File: src/rtl/mc_ctrl_fsm.sv
// mc_ctrl_fsm: multi-cycle control unit for the RV32I datapath.
// Steps each instruction through FETCH/DECODE/EXEC/MEM/WB and drives every
// datapath control input. Register writes, memory writes and PC loads are
// single-cycle registered pulses; static controls are decoded from the
// latched instruction word and held from DECODE through the retire cycle.
// Illegal opcodes either halt the unit or retire as a NOP, and every retired
// instruction is counted.
module mc_ctrl_fsm #(
    parameter int INSTRET_W       = 32,
    parameter bit HALT_ON_ILLEGAL = 1'b1
) (
    input  logic                 i_clk,
    input  logic                 i_reset,
    input  logic [31:0]          instr,
    input  logic                 BrEQ,
    input  logic                 BrLT,
    input  logic                 i_fetch_ack,
    output logic                 o_fetch_req,
    output logic                 o_pc_en,
    output logic                 PCSel,
    output logic [3:0]           ImmSel,
    output logic                 RegWen,
    output logic                 BrUn,
    output logic                 ASel,
    output logic                 BSel,
    output logic [1:0]           ALU_op,
    output logic                 LUI_Sel,
    output logic [3:0]           LoadType,
    output logic                 LoadSigned,
    output logic                 MemRW,
    output logic [1:0]           WBSel,
    output logic                 o_illegal,
    output logic [INSTRET_W-1:0] o_instret
);

    localparam logic [6:0] OPC_OP     = 7'b0110011;
    localparam logic [6:0] OPC_OPIMM  = 7'b0010011;
    localparam logic [6:0] OPC_LUI    = 7'b0110111;
    localparam logic [6:0] OPC_AUIPC  = 7'b0010111;
    localparam logic [6:0] OPC_JAL    = 7'b1101111;
    localparam logic [6:0] OPC_JALR   = 7'b1100111;
    localparam logic [6:0] OPC_LOAD   = 7'b0000011;
    localparam logic [6:0] OPC_STORE  = 7'b0100011;
    localparam logic [6:0] OPC_BRANCH = 7'b1100011;

    localparam logic [3:0] IMM_I = 4'b0000;
    localparam logic [3:0] IMM_S = 4'b0001;
    localparam logic [3:0] IMM_B = 4'b0010;
    localparam logic [3:0] IMM_J = 4'b0100;
    localparam logic [3:0] IMM_U = 4'b1000;

    localparam logic [1:0] ALU_ADD   = 2'b00;
    localparam logic [1:0] ALU_FUNCT = 2'b01;
    localparam logic [1:0] ALU_PASSB = 2'b10;

    localparam logic [1:0] WB_MEM = 2'b00;
    localparam logic [1:0] WB_ALU = 2'b01;
    localparam logic [1:0] WB_PC4 = 2'b10;

    localparam logic [3:0] LT_BYTE = 4'b0001;
    localparam logic [3:0] LT_HALF = 4'b0011;
    localparam logic [3:0] LT_WORD = 4'b1111;

    typedef enum logic [2:0] {
        S_FETCH  = 3'd0,
        S_DECODE = 3'd1,
        S_EXEC   = 3'd2,
        S_MEM    = 3'd3,
        S_WB     = 3'd4,
        S_HALT   = 3'd5
    } state_t;

    state_t                 state;
    logic [31:0]            ir_q;
    logic                   reg_wen_q;
    logic                   mem_rw_q;
    logic                   pc_en_q;
    logic                   illegal_q;
    logic [INSTRET_W-1:0]   instret_q;

    logic [6:0]             opcode;
    logic [2:0]             funct3;
    logic                   is_load;
    logic                   is_store;
    logic                   is_branch;
    logic                   is_jump;
    logic                   dec_illegal;
    logic                   branch_taken;
    logic                   active;

    logic [3:0]             d_imm;
    logic                   d_brun;
    logic                   d_asel;
    logic                   d_bsel;
    logic [1:0]             d_alu;
    logic                   d_lui;
    logic [3:0]             d_lt;
    logic                   d_ls;
    logic [1:0]             d_wb;

    // Register/immediate fields are consumed by the datapath, not by control.
    logic                   unused_fields;
    assign unused_fields = ^{ir_q[31:15], ir_q[11:7]};

    assign opcode = ir_q[6:0];
    assign funct3 = ir_q[14:12];

    // Classify the latched instruction and derive its static controls.
    always_comb begin
        is_load     = 1'b0;
        is_store    = 1'b0;
        is_branch   = 1'b0;
        is_jump     = 1'b0;
        dec_illegal = 1'b0;
        d_imm       = IMM_I;
        d_brun      = 1'b0;
        d_asel      = 1'b0;
        d_bsel      = 1'b0;
        d_alu       = ALU_ADD;
        d_lui       = 1'b0;
        d_lt        = 4'b0000;
        d_ls        = 1'b0;
        d_wb        = WB_MEM;
        case (opcode)
            OPC_OP: begin
                d_alu = ALU_FUNCT;
                d_wb  = WB_ALU;
            end
            OPC_OPIMM: begin
                d_imm  = IMM_I;
                d_bsel = 1'b1;
                d_alu  = ALU_FUNCT;
                d_wb   = WB_ALU;
            end
            OPC_LUI: begin
                d_imm  = IMM_U;
                d_bsel = 1'b1;
                d_alu  = ALU_PASSB;
                d_lui  = 1'b1;
                d_wb   = WB_ALU;
            end
            OPC_AUIPC: begin
                d_imm  = IMM_U;
                d_asel = 1'b1;
                d_bsel = 1'b1;
                d_alu  = ALU_ADD;
                d_wb   = WB_ALU;
            end
            OPC_JAL: begin
                is_jump = 1'b1;
                d_imm   = IMM_J;
                d_asel  = 1'b1;
                d_bsel  = 1'b1;
                d_alu   = ALU_ADD;
                d_wb    = WB_PC4;
            end
            OPC_JALR: begin
                is_jump = 1'b1;
                d_imm   = IMM_I;
                d_bsel  = 1'b1;
                d_alu   = ALU_ADD;
                d_wb    = WB_PC4;
            end
            OPC_LOAD: begin
                is_load = 1'b1;
                d_imm   = IMM_I;
                d_bsel  = 1'b1;
                d_alu   = ALU_ADD;
                d_wb    = WB_MEM;
                case (funct3)
                    3'b000:  begin d_lt = LT_BYTE; d_ls = 1'b1; end
                    3'b001:  begin d_lt = LT_HALF; d_ls = 1'b1; end
                    3'b010:  begin d_lt = LT_WORD; d_ls = 1'b1; end
                    3'b100:  d_lt = LT_BYTE;
                    3'b101:  d_lt = LT_HALF;
                    default: dec_illegal = 1'b1;
                endcase
            end
            OPC_STORE: begin
                is_store = 1'b1;
                d_imm    = IMM_S;
                d_bsel   = 1'b1;
                d_alu    = ALU_ADD;
                case (funct3)
                    3'b000:  d_lt = LT_BYTE;
                    3'b001:  d_lt = LT_HALF;
                    3'b010:  d_lt = LT_WORD;
                    default: dec_illegal = 1'b1;
                endcase
            end
            OPC_BRANCH: begin
                is_branch = 1'b1;
                d_imm     = IMM_B;
                d_asel    = 1'b1;
                d_bsel    = 1'b1;
                d_alu     = ALU_ADD;
                d_brun    = (funct3[2:1] == 2'b11);
                if (funct3[2:1] == 2'b01) begin
                    dec_illegal = 1'b1;
                end
            end
            default: dec_illegal = 1'b1;
        endcase
    end

    // Branch resolution from the live compare flags of the datapath.
    always_comb begin
        branch_taken = 1'b0;
        case (funct3)
            3'b000:  branch_taken = BrEQ;
            3'b001:  branch_taken = !BrEQ;
            3'b100:  branch_taken = BrLT;
            3'b101:  branch_taken = !BrLT;
            3'b110:  branch_taken = BrLT;
            3'b111:  branch_taken = !BrLT;
            default: branch_taken = 1'b0;
        endcase
    end

    // Sequencer: state, instruction latch, qualified pulses, trap and retire count.
    always_ff @(posedge i_clk) begin
        if (i_reset) begin
            state     <= S_FETCH;
            reg_wen_q <= 1'b0;
            mem_rw_q  <= 1'b0;
            pc_en_q   <= 1'b0;
            illegal_q <= 1'b0;
            instret_q <= '0;
        end else begin
            reg_wen_q <= 1'b0;
            mem_rw_q  <= 1'b0;
            pc_en_q   <= 1'b0;
            if (pc_en_q) begin
                instret_q <= instret_q + INSTRET_W'(1);
            end
            case (state)
                S_FETCH: begin
                    if (i_fetch_ack) begin
                        ir_q  <= instr;
                        state <= S_DECODE;
                    end
                end
                S_DECODE: begin
                    if (dec_illegal) begin
                        illegal_q <= 1'b1;
                        if (HALT_ON_ILLEGAL) begin
                            state <= S_HALT;
                        end else begin
                            // Retire as a NOP: PC advances, nothing is written.
                            state   <= S_WB;
                            pc_en_q <= 1'b1;
                        end
                    end else begin
                        state <= S_EXEC;
                        // Branches retire in EXEC, so the PC pulse is armed now.
                        if (is_branch) begin
                            pc_en_q <= 1'b1;
                        end
                    end
                end
                S_EXEC: begin
                    if (is_branch) begin
                        state <= S_FETCH;
                    end else if (is_load || is_store) begin
                        state <= S_MEM;
                        if (is_store) begin
                            mem_rw_q <= 1'b1;
                            pc_en_q  <= 1'b1;
                        end
                    end else begin
                        state     <= S_WB;
                        reg_wen_q <= 1'b1;
                        pc_en_q   <= 1'b1;
                    end
                end
                S_MEM: begin
                    if (is_store) begin
                        state <= S_FETCH;
                    end else begin
                        state     <= S_WB;
                        reg_wen_q <= 1'b1;
                        pc_en_q   <= 1'b1;
                    end
                end
                S_WB:    state <= S_FETCH;
                S_HALT:  state <= S_HALT;
                default: state <= S_FETCH;
            endcase
        end
    end

    // Static controls are only presented while an instruction is in flight.
    assign active = !i_reset && !dec_illegal &&
                    (state == S_DECODE || state == S_EXEC ||
                     state == S_MEM    || state == S_WB);

    assign ImmSel     = active ? d_imm  : 4'b0000;
    assign BrUn       = active ? d_brun : 1'b0;
    assign ASel       = active ? d_asel : 1'b0;
    assign BSel       = active ? d_bsel : 1'b0;
    assign ALU_op     = active ? d_alu  : 2'b00;
    assign LUI_Sel    = active ? d_lui  : 1'b0;
    assign LoadType   = active ? d_lt   : 4'b0000;
    assign LoadSigned = active ? d_ls   : 1'b0;
    assign WBSel      = active ? d_wb   : 2'b00;

    // Reset masks every output combinationally so an aborted pulse never escapes.
    assign o_fetch_req = !i_reset && (state == S_FETCH);
    assign RegWen      = !i_reset && reg_wen_q;
    assign MemRW       = !i_reset && mem_rw_q;
    assign o_pc_en     = !i_reset && pc_en_q;
    assign o_illegal   = !i_reset && illegal_q;
    assign o_instret   = i_reset ? '0 : instret_q;

    assign PCSel = o_pc_en &&
                   ((state == S_WB   && is_jump) ||
                    (state == S_EXEC && is_branch && branch_taken));

endmodule

File: config.mk
export PLATFORM = sky130hd
export DESIGN_NAME = mc_ctrl_fsm
export DESIGN_NICKNAME = d
export VERILOG_FILES = /design/src/rtl/mc_ctrl_fsm.sv
export SDC_FILE = /design/constraint.sdc
export NUM_CORES = 1
export LEC_CHECK = 0
export CAP_MARGIN = 20
export CORE_ASPECT_RATIO = 0.75
export CORE_UTILIZATION = 35
export CTS_CLUSTER_SIZE = 30
export DETAILED_ROUTE_END_ITERATION = 10
export HOLD_SLACK_MARGIN = 0.05
export PLACE_DENSITY_LB_ADDON = 0.3
export SLEW_MARGIN = 0
export SYNTH_ARGS = -nofsm -noshare
export SYNTH_HDL_FRONTEND = slang
export SYNTH_SLANG_ARGS = --single-unit
export TNS_END_PERCENT = 10
File: constraint.sdc
create_clock -name i_clk -period 2.4 [get_ports i_clk]
set_input_delay 0.36 -clock i_clk [delete_from_list [all_inputs] [get_ports i_clk]]
set_output_delay 0.36 -clock i_clk [all_outputs]
set_load 0.1 [all_outputs]
# After elaboration in Yosys (flattened, before gate mapping)
# Cells that the tools add are included.
[classes]
n_addsub = 1
eq_ne = 23
n_mux = 47
bitwise = 3
n_reduce_logical = 38
[op_table]
columns = ["cell", "count"]
rows = [
  ["$add 32x1->32 const B", 1],
  ["$mux 32", 1],
  ["$mux 1", 26],
  ["$pmux 4 s3", 2],
  ["$eq 7x6->1 const B", 3],
  ["$eq 7x7->1 const B", 3],
  ["$eq 3x3->1 const B", 6],
  ["$pmux 4 s4", 1],
  ["$mux 3", 5],
  ["$pmux 3 s5", 1],
  ["$eq 7x5->1 const B", 2],
  ["$reduce_or 2->1", 7],
  ["$logic_and 1x1->1", 11],
  ["$eq 3x2->1 const B", 3],
  ["$mux 4", 2],
  ["$pmux 1 s4", 2],
  ["$pmux 2 s2", 2],
  ["$pmux 4 s2", 1],
  ["$reduce_or 4->1", 2],
  ["$reduce_or 8->1", 1],
  ["$eq 7x2->1 const B", 1],
  ["$eq 3x1->1 const B", 2],
  ["$logic_not 3->1", 2],
  ["$reduce_or 3->1", 2],
  ["other kinds (13)", 23],
]
[totals]
reg_bits = 54
inputBits = 37
output_inout_bits = 55
word_cells = 119

# Depth between registers and ports, before layout
[depth]
ltp_word = 8
depth_mapped = 7
mapped_depth_nobuf = 6

# Worst setup path before layout
# No wires, ideal clock.
[synth_path]
path_type = "register -> output"
from = "register state[1]"
to = "output ALU_op[0]"
arrival_ps = 5309
required_ps = 2040
path_slack_ps = -3269
path_stages_with_launch = 6
path_buffers = 1
path_cell_list = "dfxtp_1 > clkbuf_1 > nor2_1 > xor2_1 > nor4_1 > nor2b_1"
[synth_between]
elab_chain_len = 6
elab_cells_between_ends = 9
classes_between = "eq/ne (4); mux (1); reduce/logical (4)"
[synth_rtl]
columns = ["item", "line_no", "rtl"]
rows = [
  ["start, declared", "73", "state_t state;"],
  ["start signal, assigned", "223", "state <= S_FETCH;"],
  ["start signal, assigned", "240", "state <= S_DECODE;"],
  ["start signal, assigned", "247", "state <= S_HALT;"],
  ["$eq 3x1->1 / $eq 3x2->1 (equally long branches)", "294", "(state == S_DECODE || state == S_EXEC ||"],
  ["$logic_or 1x1->1 (2 in series)", "294", ""],
  ["$logic_or 1x1->1 (*)", "295", "state == S_MEM || state == S_WB);"],
  ["$logic_and 1x1->1 (*)", "293", "assign active = !i_reset && !dec_illegal &&"],
  ["$mux 2 (*)", "301", "assign ALU_op = active ? d_alu : 2'b00;"],
  ["end, declared", "26", "output logic [1:0] ALU_op,"],
]
# Mark *: on every way between the ends. The rest lies on a longest branch, timed or not.

# Final worst setup path
[layout_path]
from = "register ir_q[12]"
to = "output LoadSigned"
[layout_between]
elab_chain_len = 8
elab_cells_between_ends = 16
classes_between = "eq/ne (4); mux (6); reduce/logical (6)"
[layout_rtl]
columns = ["item", "line_no", "rtl"]
rows = [
  ["start, declared", "74", "logic [31:0] ir_q;"],
  ["start signal, assigned", "239", "ir_q <= instr;"],
  ["$eq 3x3->1, or another cell as far along", "170", "case (funct3)"],
  ["$reduce_or 5->1 (no line) / $reduce_or 3->1 (equally long branches)", "--", ""],
  ["$mux 1 (on tied branches)", "170, 184", ""],
  ["$pmux 1 s4", "124", "case (opcode)"],
  ["$logic_not 1->1", "293", ""],
  ["$logic_and 1x1->1 (2 in series)", "293", ""],
  ["$mux 1 (*)", "304", "assign LoadSigned = active ? d_ls : 1'b0;"],
  ["end, declared", "29", "output logic LoadSigned,"],
]
# Marked as above.

==> summary.md <==
| Metric | Value |
|---|---|
| Sequential element share of the synthesized area | between 40% and 50% |
| Worst stage delay on the critical path | ~0.46 ns |
| Core area | 7330 µm² |
| Reg-to-reg setup timing slack | 0.46 ns |
| Max Transition Viols Final | 0 |
| Cts bufs inserted | 5 |
| Clock period minus final worst setup slack | around 2.5 ns |
| Number of max-capacitance violations reported | 0 |
| Number of nets in the layout | 437 |
| Hold path cells | 2 |
| Setup repair after global routing missed its margin | true |
| Kind of end point of the critical path | output pin |
| Site Rows | 27 |
| Detail-routed via count per cell | roughly 5.0 |
| Die Outline Area | 7940 µm² |
| Beginning of the worst register-to-register path | pc_en_q |
| Largest cells by area after synthesis | sky130_fd_sc_hd__dfxtp_1 29%, sky130_fd_sc_hd__edfxtp_1 11%, sky130_fd_sc_hd__nor2b_1 9.0%, sky130_fd_sc_hd__xor2_1 7.9%, sky130_fd_sc_hd__nor2_1 5.7% |
| Xor and xnor fraction of the mapped netlist area | between 10% and 20% |
| Library cell contributing the largest single delay on the critical path | sky130_fd_sc_hd__edfxtp_1 |
| Syn Area/Cell | approximately 8.5 µm² |
| Biggest area consumer among synthesized cells | sky130_fd_sc_hd__dfxtp_1 |
| I/O pin count | 92 |
| Number of DRC markers in iteration 0 | 98 |
| Final worst hold slack | ~0.52 ns |
| Transition time at the pin with the least slew margin | approximately 0.63 ns |
| R2r endpoint | instret_q[15] |
| Maximum level of the CTS H-tree | 2 |
| Post-detailed-routing wire length | a little under 7000 µm |
| Share of layout cells above drive strength 1 | about a third |
| VDD IR-drop max | approximately 0.22 mV |
| Post-synth cell types | 50 |
| Leakage | between 1.5 and 2 nW |
| Post-DP HPWL | 4940 µm |
| Clock transition at the registers of the reported paths | 0.09 ns |
| Path depth of the worst reg2reg path | 4 |
| Ys async rst share | 0% |
| Tcrit/Tclk final | 104% |
| Ranking of synthesized cells by instance count | 40 x sky130_fd_sc_hd__nor2_1, 39 x sky130_fd_sc_hd__dfxtp_1, 38 x sky130_fd_sc_hd__nor2b_1, 24 x sky130_fd_sc_hd__xor2_1, 18 x sky130_fd_sc_hd__nand2_1 |
| Final worst clock skew | 0.00581 ns |
| Starting density of the core | 36.2% |
| Routability Congestion | 0.880 |
| Worst-skew pair later-pin latency | about 0.3 ns |
| GRT Overall Usage | a little under a fifth |
| Area of the multi-input gates | roughly 1700 µm² |
| Data arrival time of the critical path | approximately 2.1 ns |
| Cell with the most instances after synthesis | sky130_fd_sc_hd__nor2_1 |
| Startpoint of the most critical hold path | instret_q[31] |
| Worst slew margin | 58.0% |
| Result of the run | complete, but fails checks |
| Count of state elements after synthesis | about 50 |
| Clock sink count | 49 |
| Final setup margin | -0.0911 ns |
| Wire length per cell after detailed routing | between 10 and 15 µm |
| Number of hold-slack violations in the final timing report | 0 |
| Compound-cell area share of the yosys netlist | between 7 and 8% |
| Main combinational cell family by area after synthesis | simple AND/OR/NAND/NOR gates |
| Number of iterations in the first detailed-routing pass | 4 |
| Die span in x | roughly 100 µm |
| Grt total ovfl | 0 |
| Combined flip-flop and latch cell area | around 1100 µm² |
| Critical path class | register to output pin |
| Violated checks | setup timing |
| Total of endpoints with negative setup slack in the final report | 11 |
| Y dimension of the die | 77.4 µm |
| Class of the tightest hold or removal check | register to register |
| Hold Buf Count CTS | 0 |
| Post-synthesis to final-layout area growth | 67.0% |
| Post-detailed-route count of antenna-violating nets | 0 |
| Number of global-route vias before repair | 2330 |
| EDFF count, synth | 10 |
| F_max | ~400 MHz |
| Antenna violations before repair | 0 |
| Power density over cell area | around 370 nW/µm² |
| Via count of the routed design | ~2500 |
| Port bufs | a little under 70 |
| Top_reg_cell synth | sky130_fd_sc_hd__dfxtp_1 |
| Hold Path End | instret_q[31] |
| Sequence of cells on the critical path | a21o_1 -> and3b_2 -> nor3_4 -> and3_4 -> nor3b_4 -> buf_12 |
| Critical Path RT | between 2 and 2.5 ns |
| Adder-Cell Fraction of Synth Area | less than 1% |
| Pin count of the biggest net entering global routing | between 60 and 70 |
| Post-Synthesis Cells | between 300 and 400 |
| Crit path launch type | register |
| Post-layout util | roughly 60% |
| YS warnings | 0 |
| Largest driver fanout on the critical path | 3 |
| Cell at the root of the clock tree | sky130_fd_sc_hd__clkbuf_8 |
| Mux contribution to synthesized area | less than 1% |
| Synthesized-area fraction occupied by and/or/nand/nor cells | between 30 and 40% |
| Synth Cell Area | approximately 2700 µm² |
| Share of the synthesized area in the top cell type | between 20% and 30% |
| Remaining routing DRC violations | 0 |
| Net Count, Synth | around 350 |
| Maximum clock path buffer count | 2 |
| CTS tree | built |
| Count of antenna diodes in the layout | 0 |
| Wire length of the first global-routing pass | around 11000 µm |
| Fill cell instance count of the final layout | 632 |
==> sequential cells by signal, summed over array words and instances, names as in the netlist <==
name,count
instret_q,32
reg_wen_q,1
ir_q,10
pc_en_q,1
mem_rw_q,1
state,3
illegal_q,1
==> worst max-delay path: cells and delay by family, from the launching register on <==
family | cells | cell delay (ns)
buffers and inverters | 1 | 0.20
AOI/OAI and AO/OA | 1 | 0.24
DFF | 1 | 0.46
and+or+nand+nor | 4 | 0.92
==> repair_timing <==
| item | 4_1_cts | 5_1_grt |
|---|---|---|
| buffers inserted | 9 | 4 |
| endpoints found under the setup margin | 16 | 17 |
| pin swaps | 11 | 7 |
| cloned | 0 | 0 |
| resized for setup | 8 | 11 |
==> layout by cell type (no fill, tap or decap), drive strengths merged, types with 2 or more instances in the layout <==
master	count
nor4	8
nand2	18
o21ai	6
o21bai	2
and4	3
xnor2	8
clkbuf	7
o21a	2
a21oi	8
buf	87
xor2	24
nand3	12
edfxtp	10
dfxtp	39
nor3	11
nand2b	4
and2	2
or3	6
and3	9
clkdlybuf4s50	13
inv	4
nor2	40
nor3b	4
nor2b	38
a31oi	2
nand4	13
==> where the power goes <==
part           leakage [nW]  internal [W]  switching [W]
Clock                0.0599      0.000298       0.000280
Sequential            0.407      0.000855      0.0000112
Combinational          1.17     0.0000905       0.000120
==> kinds of logic after synthesis <==
logic type / after synthesis
AND/OR/NAND/NOR: 176
flip-flops: 49
XOR/XNOR: 32
AO/OA/AOI/OAI: 30
buffers and inverters: 22
multiplexers: 1
adder cells (fa/ha/maj): 1
==> per-layer routing <==
metal / vias up / global-route usage (%) / part of all wire, %
met2: 50 / 28.2 / 46
li1: 1262 / - / -
met3: 5 / 3.15 / 3.7
met4: 0 / 3.86 / 0.66
met1: 1171 / 26.9 / 49
met5: - / 0 / 0
==> area by class of cell <==
| class | instances | share of cell area (%) |
|---|---|---|
| Clock buffer | 7 | 2.43 |
| Clock inverter | 1 | 0.141 |
| Inverter | 3 | 0.254 |
| Multi-Input combinational cell | 240 | 37.6 |
| Sequential cell | 49 | 24.4 |
| Tap cell | 101 | 2.85 |
| Timing Repair Buffer | 100 | 32.3 |
==> stage by stage <==
stage	TNS [ns]	setup slack, ns	instances	total power (W)	cell area, µm²
6_report	-0.411	-0.0911	501	0.00165	4430
5_1_grt	-1.90	-0.189	501	0.00173	4430
4_1_cts	-0.386	-0.0484	498	0.00166	4370
3_5_place_dp	-0.0325	-0.0208	481	0.00107	4150
3_3_place_gp	0	0.00893	481	0.00107	4150
2_1_floorplan	-11.91	-0.638	311	0.000999	2800
==> worst max path at each step <==
stage / start / to / slack, ns / depth (start not counted)
6_report: ir_q[12] / LoadSigned / -0.09 / 6
5_1_grt: ir_q[12] / LoadSigned / -0.19 / 8
4_1_cts: ir_q[2] / PCSel / -0.05 / 6
3_5_place_dp: ir_q[5] / LoadSigned / -0.02 / 6
3_3_place_gp: ir_q[5] / LoadSigned / 0.009 / 6
2_1_floorplan: ir_q[6] / ALU_op[1] / -0.64 / 5
Power figures use the tool's default switching activity.
